`src/rtl/uart_rx_vote_sampler.sv`:
```
// UART RX data sampler. It synchronises the serial line and majority-votes VOTES samples
// centred in each bit period. Noisy bits and unusable prescale values are flagged.
module uart_rx_vote_sampler #(
  parameter int PRESCALE_W  = 6,
  parameter int VOTES       = 3,
  parameter int SYNC_STAGES = 2
) (
  input  logic                  CLK,
  input  logic                  RST,
  input  logic                  RX_IN,
  input  logic [PRESCALE_W-1:0] prescale,
  input  logic                  dat_samp_en,
  input  logic [PRESCALE_W-1:0] edge_cnt,
  output logic                  sampled_bit,
  output logic                  sample_valid,
  output logic                  sample_noisy,
  output logic                  cfg_err
);

  localparam int CW = $clog2(VOTES + 1);
  localparam int H  = VOTES / 2;
  localparam logic [PRESCALE_W-1:0] VOTES_P = PRESCALE_W'(VOTES);
  localparam logic [PRESCALE_W-1:0] H_P     = PRESCALE_W'(H);
  localparam logic [CW-1:0]         VOTES_C = CW'(VOTES);
  localparam logic [CW-1:0]         H_C     = CW'(H);

  typedef enum logic [1:0] {MODE_DISABLED, MODE_SINGLE, MODE_VOTE} mode_e;

  logic [SYNC_STAGES-1:0] sync_q, sync_d;
  logic [CW-1:0]          cnt_q, cnt_d;
  logic                   bit_q, bit_d;
  logic                   valid_q, valid_d;
  logic                   noisy_q, noisy_d;
  logic                   cfg_err_q, cfg_err_d;

  logic                   rx_s;
  mode_e                  mode;
  logic [PRESCALE_W-1:0]  mid, win_lo, win_hi;
  logic [CW-1:0]          acc, dec_total;

  always_comb begin
    sync_d[0] = RX_IN;
    for (int i = 1; i < SYNC_STAGES; i++) sync_d[i] = sync_q[i-1];
  end

  assign rx_s   = sync_q[SYNC_STAGES-1];
  assign mid    = prescale >> 1;
  assign win_lo = mid - H_P;
  assign win_hi = mid + H_P;
  assign acc    = cnt_q + CW'(rx_s);
  // With a single vote the start edge is also the decision edge. The counter holds nothing useful then.
  assign dec_total = (VOTES == 1) ? CW'(rx_s) : acc;

  always_comb begin
    mode = MODE_VOTE;
    if (prescale == '0)          mode = MODE_DISABLED;
    else if (prescale < VOTES_P) mode = MODE_SINGLE;
  end

  // sample_valid: one-cycle strobe. It means sampled_bit/sample_noisy were updated by the
  // previous clock edge. There is no backpressure; the consumer must take it that cycle.
  always_comb begin
    cnt_d     = cnt_q;
    bit_d     = bit_q;
    noisy_d   = noisy_q;
    valid_d   = 1'b0;
    cfg_err_d = (mode != MODE_VOTE);
    if (!dat_samp_en) begin
      cnt_d = '0;
    end else begin
      case (mode)
        MODE_VOTE: begin
          if (edge_cnt == win_hi) begin
            bit_d   = (dec_total > H_C);
            noisy_d = (dec_total != '0) && (dec_total != VOTES_C);
            valid_d = 1'b1;
            cnt_d   = '0;
          end else if (edge_cnt == win_lo) begin
            // Load rather than accumulate, so an aborted bit cannot leak into this one.
            cnt_d = CW'(rx_s);
          end else if ((edge_cnt > win_lo) && (edge_cnt < win_hi)) begin
            cnt_d = acc;
          end
        end
        MODE_SINGLE: begin
          cnt_d = '0;
          if (edge_cnt == mid) begin
            bit_d   = rx_s;
            noisy_d = 1'b0;
            valid_d = 1'b1;
          end
        end
        default: cnt_d = '0;
      endcase
    end
  end

  always_ff @(posedge CLK) begin
    if (!RST) begin
      sync_q    <= '1;
      cnt_q     <= '0;
      bit_q     <= 1'b1;
      valid_q   <= 1'b0;
      noisy_q   <= 1'b0;
      cfg_err_q <= 1'b0;
    end else begin
      sync_q    <= sync_d;
      cnt_q     <= cnt_d;
      bit_q     <= bit_d;
      valid_q   <= valid_d;
      noisy_q   <= noisy_d;
      cfg_err_q <= cfg_err_d;
    end
  end

  assign sampled_bit  = bit_q;
  assign sample_valid = valid_q;
  assign sample_noisy = noisy_q;
  assign cfg_err      = cfg_err_q;

endmodule

```
`config.mk`:
```
export PLATFORM = sky130hd
export DESIGN_NAME = uart_rx_vote_sampler
export DESIGN_NICKNAME = d
export VERILOG_FILES = /design/src/rtl/uart_rx_vote_sampler.sv
export SDC_FILE = /design/constraint.sdc
export NUM_CORES = 1
export LEC_CHECK = 0
export BUFFER_PORTS_ARGS = -buffer_cell sky130_fd_sc_hd__buf_2
export CORE_MARGIN = 3
export CORE_UTILIZATION = 30
export DETAILED_ROUTE_END_ITERATION = 8
export GPL_TIMING_DRIVEN = 1
export HOLD_SLACK_MARGIN = 0.1
export PLACE_DENSITY = 0.55
export REMOVE_ABC_BUFFERS = 1
export SLEW_MARGIN = 20
export SYNTH_ARGS = -nofsm -noshare
export SYNTH_HDL_FRONTEND = slang
export SYNTH_SLANG_ARGS = --single-unit
```
`constraint.sdc`:
```
create_clock -name CLK -period 2.49 [get_ports CLK]
set_input_delay 0.3735 -clock CLK [delete_from_list [all_inputs] [get_ports CLK]]
set_output_delay 0.3735 -clock CLK [all_outputs]
set_load 0.03 [all_outputs]
```
== Yosys cells after proc, flatten, opt, wreduce, memory -nomap -nowiden ==
Cells that the tools add are included.
W data, S select, Z words.

* Register bits after elaboration: 8
* Input bits: 16
* Output and inout bits: 4
* Word-level logic and storage cells: 49

* Add/subtract/negate cells: 3
* $lt $le $gt $ge: 4
* Equal/unequal tests: 9
* Mux-type cells: 13
* Bitwise gates (word level): 3
* Reductions and logical operators: 10

{| class="wikitable"
|+ Operators by type and width
! operator !! count
|-
| $eq A6 B6 Y1 || 2
|-
| $mux W1 || 8
|-
| $ne A2 B2 Y1 const B || 4
|-
| $add A5 B1 Y6 const B || 1
|-
| $eq A6 B5 Y1 || 1
|-
| $gt A6 B6 Y1 || 1
|-
| $logic_not A6 Y1 || 1
|-
| $lt A6 B2 Y1 const B || 1
|-
| $lt A6 B6 Y1 || 1
|-
| $pmux W1 S2 || 3
|-
| $reduce_bool A2 Y1 || 3
|-
| $sub A5 B1 Y6 const B || 1
|-
| $reduce_or A5 Y1 || 1
|-
| $mux W2 || 2
|-
| $reduce_and A4 Y1 || 1
|-
| $reduce_or A4 Y1 || 1
|-
| $not A1 Y1 || 3
|-
| $add A2 B1 Y2 || 1
|-
| $eq A2 B1 Y1 const B || 1
|-
| $eq A2 B2 Y1 const B || 1
|-
| $gt A2 B1 Y1 const B || 1
|-
| $logic_and A1 B1 Y1 || 2
|-
| $reduce_and A2 Y1 || 1
|}

== Depth between registers and ports, before layout ==
Gate-level depths: netlist of run 1.

* Depth after elaboration: 6
* Gate-level depth with buffers: 10
* Mapped depth without buffers: 10

== Least setup slack after synthesis of run 1 ==
Ideal clock, no wire load.

* Path kind: input to register
* Start point: input port prescale[4]
* End point: register bit_q, in the netlist sampled_bit
* Setup time: 0.123 ns
* Data arrival time: 1.983 ns
* Data required time: 2.367 ns
* Path slack: 0.384 ns
* Stages: 9
* Buffers on the path: 1
* Cells stage by stage: buf_2 -> nand3_1 -> xor2_1 -> ha_1 -> nand4_1 -> nor2_1 -> o21ai_0 -> o21ba_2 -> mux2_1

* Cells in the longest elaborated chain, start to end: 6
* Elaborated cells between the ends (all ways): 14
* Classes of those cells: add/sub (1); order compare (1); eq/ne (6); mux (3); reduce/logical (3)

{| class="wikitable"
|+ Ends and longest elaborated chain
! item !! RTL line !! source
|-
| from (decl) || 11 || <nowiki>input logic [PRESCALE_W-1:0] prescale,</nowiki>
|-
| $lt A6 B2 Y1 || 57 || <nowiki>else if (prescale < VOTES_P) mode = MODE_SINGLE;</nowiki>
|-
| $mux W2 || 57 ||
|-
| $mux W2 || 56 || <nowiki>if (prescale == '0) mode = MODE_DISABLED;</nowiki>
|-
| $eq A2 B1 Y1 or $eq A2 B2 Y1 (tied branches) || 71 || <nowiki>case (mode)</nowiki>
|-
| $ne A2 B2 Y1 (no line) or $reduce_bool A2 Y1 (tied branches) || -- ||
|-
| $reduce_and A4 Y1 (no line) || -- ||
|-
| to (signal assigned) || 109 || <nowiki>bit_q <= bit_d;</nowiki>
|-
| to (decl) || 31 || <nowiki>logic bit_q, bit_d;</nowiki>
|}

Several ways; a longest one is shown, not always the timed one.
A chain may end at the register's enable or synchronous reset.

== Worst setup path after layout of run 1 ==
* Start point: input port prescale[2]
* End point: register cnt_q[1]

* Cells in the longest elaborated chain, start to end: 6
* Elaborated cells between the ends (all ways): 14
* Classes of those cells: add/sub (2); order compare (3); eq/ne (3); mux (2); bitwise (1); reduce/logical (3)

{| class="wikitable"
|+ Ends and longest elaborated chain
! item !! RTL line !! source
|-
| $lt A6 B2 Y1 || 57 ||
|-
| $mux W2 || 57 ||
|-
| $mux W2 || 56 ||
|-
| $eq A2 B2 Y1 || 71 ||
|-
| $not A1 Y1 (no line) || -- ||
|-
| $reduce_or A5 Y1 (no line) || -- ||
|-
| to (signal assigned) || 108 || <nowiki>cnt_q <= cnt_d;</nowiki>
|-
| to (decl) || 30 || <nowiki>logic [CW-1:0] cnt_q, cnt_d;</nowiki>
|}

Several ways; a longest one is shown, not always the timed one.

==> impl_metrics.tcl, run 1 <==
set metrics [dict create \
    ys_seq_area_share_pct 18.4 \
    fin_nets 157 \
    synth-adder-area-share_pct 20.2 \
    drive_above_1_share_pct 20.8 \
    place_hpwl_um 1570 \
    fmax_ghz 0.460 \
    cp_data_arrival_time_ps 2350 \
    setup_viol 0 \
    fin_tns_setup_ps 0 \
    die_w_um 59.8 \
    fillers 286 \
    worst_slew_pin_slew_ps 368 \
    fin_crit_ps 2170 \
    firstDrtPassIters 4 \
    rsz0062_at_grt "false" \
    io_buffer_count 19 \
    die_area_um2 3580 \
    drv_cap 0 \
    synth_area_um2 868 \
    synthTopCellsByCount "ha_1 (14), nand2_1 (14), inv_1 (9)" \
    antenna_cells 0 \
    clk-insertion-delay-late_ps 240 \
    muxShareOfSynthArea_pct 3.60 \
    placed_area_um2 980 \
    whs_ps 317 \
    globalplace.congestion 0.775 \
    io_pins 20 \
    routed_wirelength_um 1850 \
    synth_top_cell_by_area "ha_1" \
    post_cts.repair.setup_buffers 0 \
    synth-compound-area-share_pct 14.8 \
    worstPathRequired_ps 2660 \
    ant_nets 0 \
    initial_core_util_pct 33.2 \
    cts_resized 0 \
    synthFlopType "dfxtp_1" \
    clk_pin_slew_ps 50 \
    dp.cells 152 \
    slew_violations 0 \
    grt_pass1_vias 748 \
    via_count 812 \
    ys_ff_latch 8 \
    synthSimpleGateAreaFrac_pct 27.5 \
    worstSetupEndpointType "flip-flop" \
    hold_viol_final 0 \
    cts_tree "yes" \
    track_usage_pct 11.3 \
    htree_levels 1 \
    root_buffer "clkbuf_4" \
    period_share_pct 87.3 \
    path_class "in2reg" \
    drtIter0Drc 30 \
    antenna_found_initial 0 \
    synth_top_family_by_area "simple AND/OR/NAND/NOR gates" \
    grt_max_degree 10 \
    rows 18 \
    final_cells 155 \
    worstSetupStartpointType "input port" \
    power.leakage_nw 0.471 \
    clock_sinks 8 \
    async_flop_share_pct 0 \
    grt_overflow_total 0 \
    via_per_inst 5.24 \
    ir_drop_mv 0.294 \
    synth-xor-area-share_pct 9.08 \
    avgSynthCellArea_um2 8.19 \
    yosysTopAreaCellShare_pct 20.2 \
    synth.distinct_cells 35 \
    p_per_area_nw_per_um2 353 \
    crit_fanout 7 \
    routedWlPerCell_um 11.9 \
    hold_class "in2reg" \
    synth_cells 106 \
    status "complete, no violations" \
    die_h_um 59.8 \
    grt_pass1_wl_um 3170 \
    netlist_top_cells_area "ha_1 (20%), dfxtp_1 (18%), nand2_1 (6.1%)" \
    cts_hold_buf 0 \
    relSlewSlack_pct 74.8 \
    drc 0 \
    power.total_w 0.000353 \
    finClkSkew_ps 1.44 \
    cts_buffer_depth 2 \
    synth_edf_count 0 \
    final_area_um2 1000 \
    yosysWarnings 0 \
    fp.coreArea_um2 2610 \
    cts_buffers 3 \
    areaGrowthSynthToFinish_pct 15.4 \
]
## kinds of logic (layout without fill, tap and decap cells)
kind of cell,Yosys count,count (layout)
buffers and inverters,12,31
flip-flops,8,8
AND/OR/NAND/NOR,42,42
adder cells (fa/ha/maj),14,14
XOR/XNOR,9,9
AO/OA/AOI/OAI,18,18
multiplexers,3,3
## layout by cell type (no fill, tap or decap), types with 4 or more instances in the layout
| cell | count |
|---|---|
| buf_2 | 19 |
| nand2_1 | 14 |
| ha_1 | 14 |
| inv_1 | 9 |
| dfxtp_1 | 8 |
| nor2_1 | 7 |
| xor2_1 | 6 |
| nand2b_1 | 5 |
| nand3_1 | 4 |
| a21oi_1 | 4 |
## path summary, 6_finish.rpt
check	start	endpoint	slack, ps	cells after the start
worst min register to register	sync_q[0]$_SDFF_PN1_	sync_q[1]$_SDFF_PN1_	410	1
worst max register to register	sync_q[1]$_SDFF_PN1_	sampled_bit$_SDFFE_PN1P_	1170	5
worst max-delay path	prescale[2]	cnt_q[1]$_SDFFE_PP0P_	320	9
worst min-delay path	RX_IN	sync_q[0]$_SDFF_PN1_	320	2
## stage by stage
stage	util [%]	setup slack [ps]
final	38.4	316
after CTS	38.4	318
after global routing	38.4	125
after global placement	37.5	82.5
after floorplan	-	429
after detailed placement	37.5	61.9
## layout make-up
type	count	area [um2]	share of cell area, %
Clock buffer	3	22.5	2.25
Sequential cell	8	160	16.0
Tap cell	30	37.5	3.75
Multi-Input combinational cell	86	653	65.2
Inverter	9	33.8	3.37
Timing Repair Buffer	19	95.1	9.49
## sequential cells by signal, indices dropped and copies added (netlist names)
| name | count |
|---|---|
| sync_q | 2 |
| sampled_bit | 1 |
| sample_noisy | 1 |
| cfg_err | 1 |
| sample_valid | 1 |
| cnt_q | 2 |
## worst max-delay path, stage by stage
cell	delay (ps)
buf_2	160
inv_1	90
ha_1	310
inv_1	50
ha_1	280
a21oi_1	170
o221ai_1	220
or4_1	540
a21oi_1	150
## per-layer routing
metal  share of wire, %  GRT usage (%)  wire length, um  vias to the layer above
met5                  0              0                0                        -
met4                1.6           4.11               29                        0
met3                6.0           1.94              110                        4
met2                 43           18.1              798                       22
met1                 49           15.0              908                      368
li1                   -              -                -                      418
## where the power goes
part           total [W]  internal (W)  switching, W  leakage [nW]
registers       0.000134      0.000132    0.00000172        0.0651
logic           0.000128     0.0000553     0.0000729         0.392
clock network  0.0000914     0.0000546     0.0000367        0.0138
total           0.000353      0.000242      0.000111         0.471
Note: power is estimated with default switching activity, not from simulation.
==> run 2, diff against run 1 <==
--- a/config.mk
+++ b/config.mk
@@ -5,13 +5,15 @@
 export SDC_FILE = /design/constraint.sdc
 export NUM_CORES = 1
 export LEC_CHECK = 0
+export ABC_AREA = 1
 export BUFFER_PORTS_ARGS = -buffer_cell sky130_fd_sc_hd__buf_2
 export CORE_MARGIN = 3
 export CORE_UTILIZATION = 30
 export DETAILED_ROUTE_END_ITERATION = 8
 export GPL_TIMING_DRIVEN = 1
 export HOLD_SLACK_MARGIN = 0.1
-export PLACE_DENSITY = 0.55
+export MAX_ROUTING_LAYER = met4
+export PLACE_DENSITY = 0.54
 export REMOVE_ABC_BUFFERS = 1
 export SLEW_MARGIN = 20
 export SYNTH_ARGS = -nofsm -noshare
==> impl_metrics.tcl, run 2 <==
set metrics [dict create \
    rsz0062_at_grt "false" \
    fin_tns_setup_ps 0 \
    setup_viol 0 \
    fillers 301 \
    globalplace.congestion 0.806 \
    avgSynthCellArea_um2 7.68 \
    routedWlPerCell_um 10.3 \
    crit_fanout 6 \
    grt_overflow_total 0 \
    holdCritStartpoint "RX_IN" \
    clk_pin_slew_ps 60 \
    clock_sinks 8 \
    drv_cap 0 \
    netlist_top_cells_area "ha_1 (19%), dfxtp_1 (17%), nand2_1 (7.2%)" \
    via_per_inst 4.38 \
    root_buffer "clkbuf_4" \
    p_per_area_nw_per_um2 348 \
    combPwrFrac_pct 38.2 \
    hold_class "in2reg" \
    crit_chain "buf_2 > inv_1 > nor3_1 > nand3_1 > ha_1 > nand2_1 > nor2_1 > nand3_1 > a21boi_4 > nand3_1 > nand2_1 > nor2_2" \
    synth-adder-area-share_pct 18.5 \
    worst_slew_pin_slew_ps 329 \
    yosysMostFrequentCell "nand2_1" \
    relSlewSlack_pct 77.9 \
    p_clk_share_pct 26.7 \
    grt_max_degree 7 \
    crit_top_cell "nand3_1" \
    ys_ff_latch 8 \
    cts_tree "yes" \
    synth-xor-area-share_pct 9.27 \
    p_sw_share_pct 35.2 \
    track_usage_pct 10.5 \
    ir_drop_mv 0.267 \
    die_area_um2 3860 \
    finClkSkew_ps 3.08 \
    initial_core_util_pct 32.8 \
    period_share_pct 85.7 \
    final_cell_mix "buf_2 (19), nand2_1 (18), inv_1 (16)" \
    antenna_found_initial 0 \
    ys_seq_area_share_pct 17.0 \
    areaGrowthSynthToFinish_pct 16.8 \
    antenna_cells 0 \
    postLayoutCoreUtil_pct 38.4 \
    die_w_um 62.1 \
    grt_pass1_wl_um 3260 \
    post_cts.repair.setup_buffers 0 \
    yosysTopAreaCellShare_pct 18.5 \
    io_pins 20 \
    async_flop_share_pct 0 \
    fin_nets 176 \
    fmax_ghz 0.469 \
    crit_buf_inv 2 \
    synth_top_cell_by_area "ha_1" \
    cts_buffers 3 \
    r2r_start "sync_q[1]$_SDFF_PN1_" \
    yosysWarnings 0 \
    layout_commonest_cell "buf_2" \
    muxShareOfSynthArea_pct 0 \
    synth_top_family_by_area "simple AND/OR/NAND/NOR gates" \
    place_hpwl_um 1670 \
    ant_nets 0 \
    dp.cells 183 \
    slew_violations 0 \
    synthTopCellsByCount "nand2_1 (18), inv_1 (16), ha_1 (14)" \
    crit_family "simple AND/OR/NAND/NOR gates" \
    fin_crit_ps 2130 \
    top_regs "cnt_q: 2 flops, sync_q: 2 flops" \
    p_seq_share_pct 35.1 \
    cts_buffer_depth 2 \
    worstPathRequired_ps 2640 \
    path_class "in2reg" \
    firstDrtPassIters 4 \
    p_int_w 0.000249 \
    status "complete, no violations" \
    p_sw_w 0.000135 \
    synthFlopType "dfxtp_1" \
    grt_pass1_vias 767 \
    drive_above_1_share_pct 27.1 \
    fp.coreArea_um2 2880 \
    cts_hold_buf 0 \
    synth.distinct_cells 29 \
    synthSimpleGateAreaFrac_pct 36.7 \
    cts_resized 0 \
    htree_levels 1 \
    cpPeakStageDelay_ps 320 \
    drtIter0Drc 5 \
    hold_viol_final 0 \
    clk-insertion-delay-late_ps 250 \
    io_buffer_count 19 \
    drc 0 \
    synth_area_um2 945 \
    critPathLaunch "prescale[3]" \
    worstSetupStartpointType "input port" \
    final_cells 186 \
    synth_edf_count 0 \
    rows 19 \
    synth_cells 123 \
    routed_wirelength_um 1920 \
    slowest_stage "nor3_1" \
    worstSetupEndpointType "flip-flop" \
    synth-compound-area-share_pct 10.6 \
    die_h_um 62.1 \
    power.leakage_nw 0.536 \
    cp_data_arrival_time_ps 2290 \
    via_count 814 \
]
run 2: cell types whose count changed after synthesis, sizes merged, moves of 3 or more:
cell / delta
nand3: +9
nand2: +6
inv: +8
nand2b: -5
nor2: +10
a21oi: +3
run 2: logic make-up (layout without fill, tap and decap cells):
family,Yosys count,after routing
simple gates,58,58
buf+inv,18,39
compound gates,15,15
fa+ha+maj,14,14
xor+xnor,10,10
flops,8,8
run 2: per-layer routing:
layer  global-route usage (%)  routed length (um)  vias up
met5                        -                   0        -
met1                     13.6                 972      354
met3                     2.88                  55        2
li1                         -                   -      447
met4                     1.66                   4        0
met2                     16.8                 891       11
run 2: final timing paths:
path	slack (ps)	end	cells after the start
max reg2reg	1150	sample_noisy$_SDFFE_PN0P_	7
max	360	sample_noisy$_SDFFE_PN0P_	12
min reg2reg	410	sync_q[1]$_SDFF_PN1_	1
min	310	sync_q[0]$_SDFF_PN1_	2
run 2: power by group through the flow:
stage / Sequential (W) / Combinational [W] / Clock [W]
6_report: 0.000135 / 0.000147 / 0.000103
4_1_cts: 0.000135 / 0.000148 / 0.000110
2_1_floorplan: 0.000140 / 0.0000993 / 0
3_5_place_dp: 0.000138 / 0.000147 / 0
3_3_place_gp: 0.000138 / 0.000145 / 0
5_1_grt: 0.000135 / 0.000166 / 0.000114
run 2: worst register-to-register path: stages, from the launching register on:
cell	delay, ps
dfxtp_1	330
ha_1	210
xnor2_1	290
xnor2_1	170
nand2_1	80
nand3_1	80
nand2_1	60
nor2_2	70
run 2: area by class of cell:
class / instances / area (um2) / share of cell area [%]
clock buffer: 3 / 22.5 / 2.04
inverter: 17 / 63.8 / 5.78
timing repair buffer: 19 / 95.1 / 8.62
multi-input combinational: 97 / 709 / 64.3
sequential: 8 / 160 / 14.5
tap: 42 / 52.6 / 4.76
run 2: per-stage QoR:
stage	setup WS [ps]	total power [W]	instance area, um2	hold slack [ps]
CTS	386	0.000393	1100	299
global placement	186	0.000283	1080	398
finish	356	0.000384	1100	307
detailed placement	121	0.000285	1080	405
floorplan	561	0.000239	933	392
global route	130	0.000415	1100	297
==> run 3, diff against run 2 <==
==> constraint.sdc (replaced) <==
create_clock -name CLK -period 2.17 [get_ports CLK]
set_input_delay 0.3255 -clock CLK [delete_from_list [all_inputs] [get_ports CLK]]
set_output_delay 0.3255 -clock CLK [all_outputs]
set_load 0.03 [all_outputs]
==> impl_metrics.tcl, run 3 (synthesis gave the netlist of run 2 again) <==
set metrics [dict create \
    final_area_um2 1150 \
    clk_pin_slew_ps 50 \
    rows 19 \
    r2r_slack_ps 860 \
    r2r_end "sample_noisy$_SDFFE_PN0P_" \
    htree_levels 1 \
    worstSetupEndpointType "flip-flop" \
    fin_crit_ps 2020 \
    rsz0062_at_grt "false" \
    die_area_um2 3860 \
    io_pins 20 \
    routedWlPerCell_um 9.74 \
    holdCritStartpoint "RX_IN" \
    hold_class "in2reg" \
    root_buffer "clkbuf_4" \
    p_per_area_nw_per_um2 381 \
    power.total_w 0.000437 \
    worstPathRequired_ps 2310 \
    firstDrtPassIters 3 \
    cts_buffer_depth 2 \
    r2r_cells 7 \
    post_cts.repair.setup_buffers 0 \
    worstSetupStartpointType "input port" \
    routed_wirelength_um 1870 \
    finClkSkew_ps 0.986 \
    die_w_um 62.1 \
    drv_cap 0 \
    via_count 825 \
    combPwrFrac_pct 40.0 \
    clock_sinks 8 \
    setup_viol 0 \
    drc 0 \
    min_to "sync_q[0]$_SDFF_PN1_" \
    slowest_stage "ha_1" \
    cts_buffers 3 \
    drive_above_1_share_pct 30.0 \
    globalplace.congestion 0.779 \
    hold_viol_final 0 \
    final_cell_mix "buf_2 (19), nand2_1 (18), inv_1 (16)" \
    areaGrowthSynthToFinish_pct 21.6 \
    grt_pass1_vias 774 \
    p_clk_share_pct 24.6 \
    die_h_um 62.1 \
    fmax_ghz 0.496 \
    p_int_w 0.000292 \
    placed_area_um2 1130 \
    r2r_start "sync_q[1]$_SDFF_PN1_" \
    grt_overflow_total 0 \
    grt_max_degree 7 \
    clk-insertion-delay-late_ps 250 \
    whs_ps 265 \
    slew_violations 0 \
    io_buffer_count 19 \
    power.leakage_nw 0.566 \
    fin_nets 182 \
    path_class "in2reg" \
    cts_resized 0 \
    layout_commonest_cell "buf_2" \
    top_regs "cnt_q: 2 flops, sync_q: 2 flops" \
    antenna_found_initial 0 \
    via_per_inst 4.30 \
    hold_depth 2 \
    status "complete, no violations" \
    p_sw_share_pct 33.2 \
    ir_drop_mv 0.293 \
    crit_top_cell "nand3_1" \
    fp.coreArea_um2 2880 \
    cts_hold_buf 0 \
    period_share_pct 93.0 \
    initial_core_util_pct 32.8 \
    final_cells 192 \
    fillers 321 \
    grt_pass1_wl_um 3330 \
    crit_chain "buf_2 > inv_2 > nor3_1 > nand3_1 > ha_1 > nand2_1 > nor2_1 > nand3_1 > a21boi_4 > nand3_1 > nand2_1 > nor2_2" \
    antenna_cells 0 \
    ant_nets 0 \
    relSlewSlack_pct 77.1 \
    drtIter0Drc 25 \
    track_usage_pct 10.7 \
    place_hpwl_um 1700 \
    cp_data_arrival_time_ps 2160 \
    p_seq_share_pct 35.4 \
    p_sw_w 0.000145 \
    cpPeakStageDelay_ps 320 \
    cts_tree "yes" \
    crit_fanout 4 \
    dp.cells 189 \
    worst_slew_pin_slew_ps 340 \
]
[run 3: cell count changes in the layout (fill, tap and decap cells not counted), sizes merged]
cell,change
buf,+6
[run 3: power by group through the flow]
stage	clock network, W	logic (W)	registers, W
final	0.000108	0.000175	0.000155
after floorplan	0	0.000114	0.000161
after CTS	0.000116	0.000178	0.000155
after global placement	0	0.000173	0.000158
after detailed placement	0	0.000177	0.000158
after global routing	0.000123	0.000200	0.000155
[run 3: worst max-delay path: cells and delay by family]
| family | cells | cell delay, ps |
|---|---|---|
| simple gates | 8 | 1110 |
| buf+inv | 2 | 180 |
| fa+ha+maj | 1 | 320 |
| compound gates | 1 | 210 |
[run 3: metrics by stage]
step                TNS (ps)  worst slack [ps]  utilization (%)
CTS                        0               160             39.9
detailed placement      -187             -95.2             39.1
floorplan                  0               289                -
global placement        -277              -113             39.1
finish                     0               152             39.9
global route               0             0.620             39.9
[run 3: worst max-delay path by stage]
stage,start,cells past startpoint,to
floorplan,prescale[1],12,sample_noisy$_SDFFE_PN0P_
global placement,prescale[3],12,sample_noisy$_SDFFE_PN0P_
detailed placement,prescale[2],12,sampled_bit$_SDFFE_PN1P_
CTS,prescale[2],12,sampled_bit$_SDFFE_PN1P_
global route,prescale[2],12,sampled_bit$_SDFFE_PN1P_
finish,prescale[2],12,sample_noisy$_SDFFE_PN0P_
[run 3: area by class of cell]
class	count	area [um2]	area share, %
Multi-Input combinational cell	97	709	61.8
Sequential cell	8	160	13.9
Timing Repair Buffer	25	140	12.2
Inverter	17	63.8	5.56
Tap cell	42	52.6	4.58
Clock buffer	3	22.5	1.96
[run 3: layer usage]
metal  share of wire [%]  wire length [um]  track usage (%)
met4                0.21                 4             1.66
met2                  44               827             15.9
met3                 3.0                57             3.06
met5                   0                 0                -
met1                  52               980             14.9
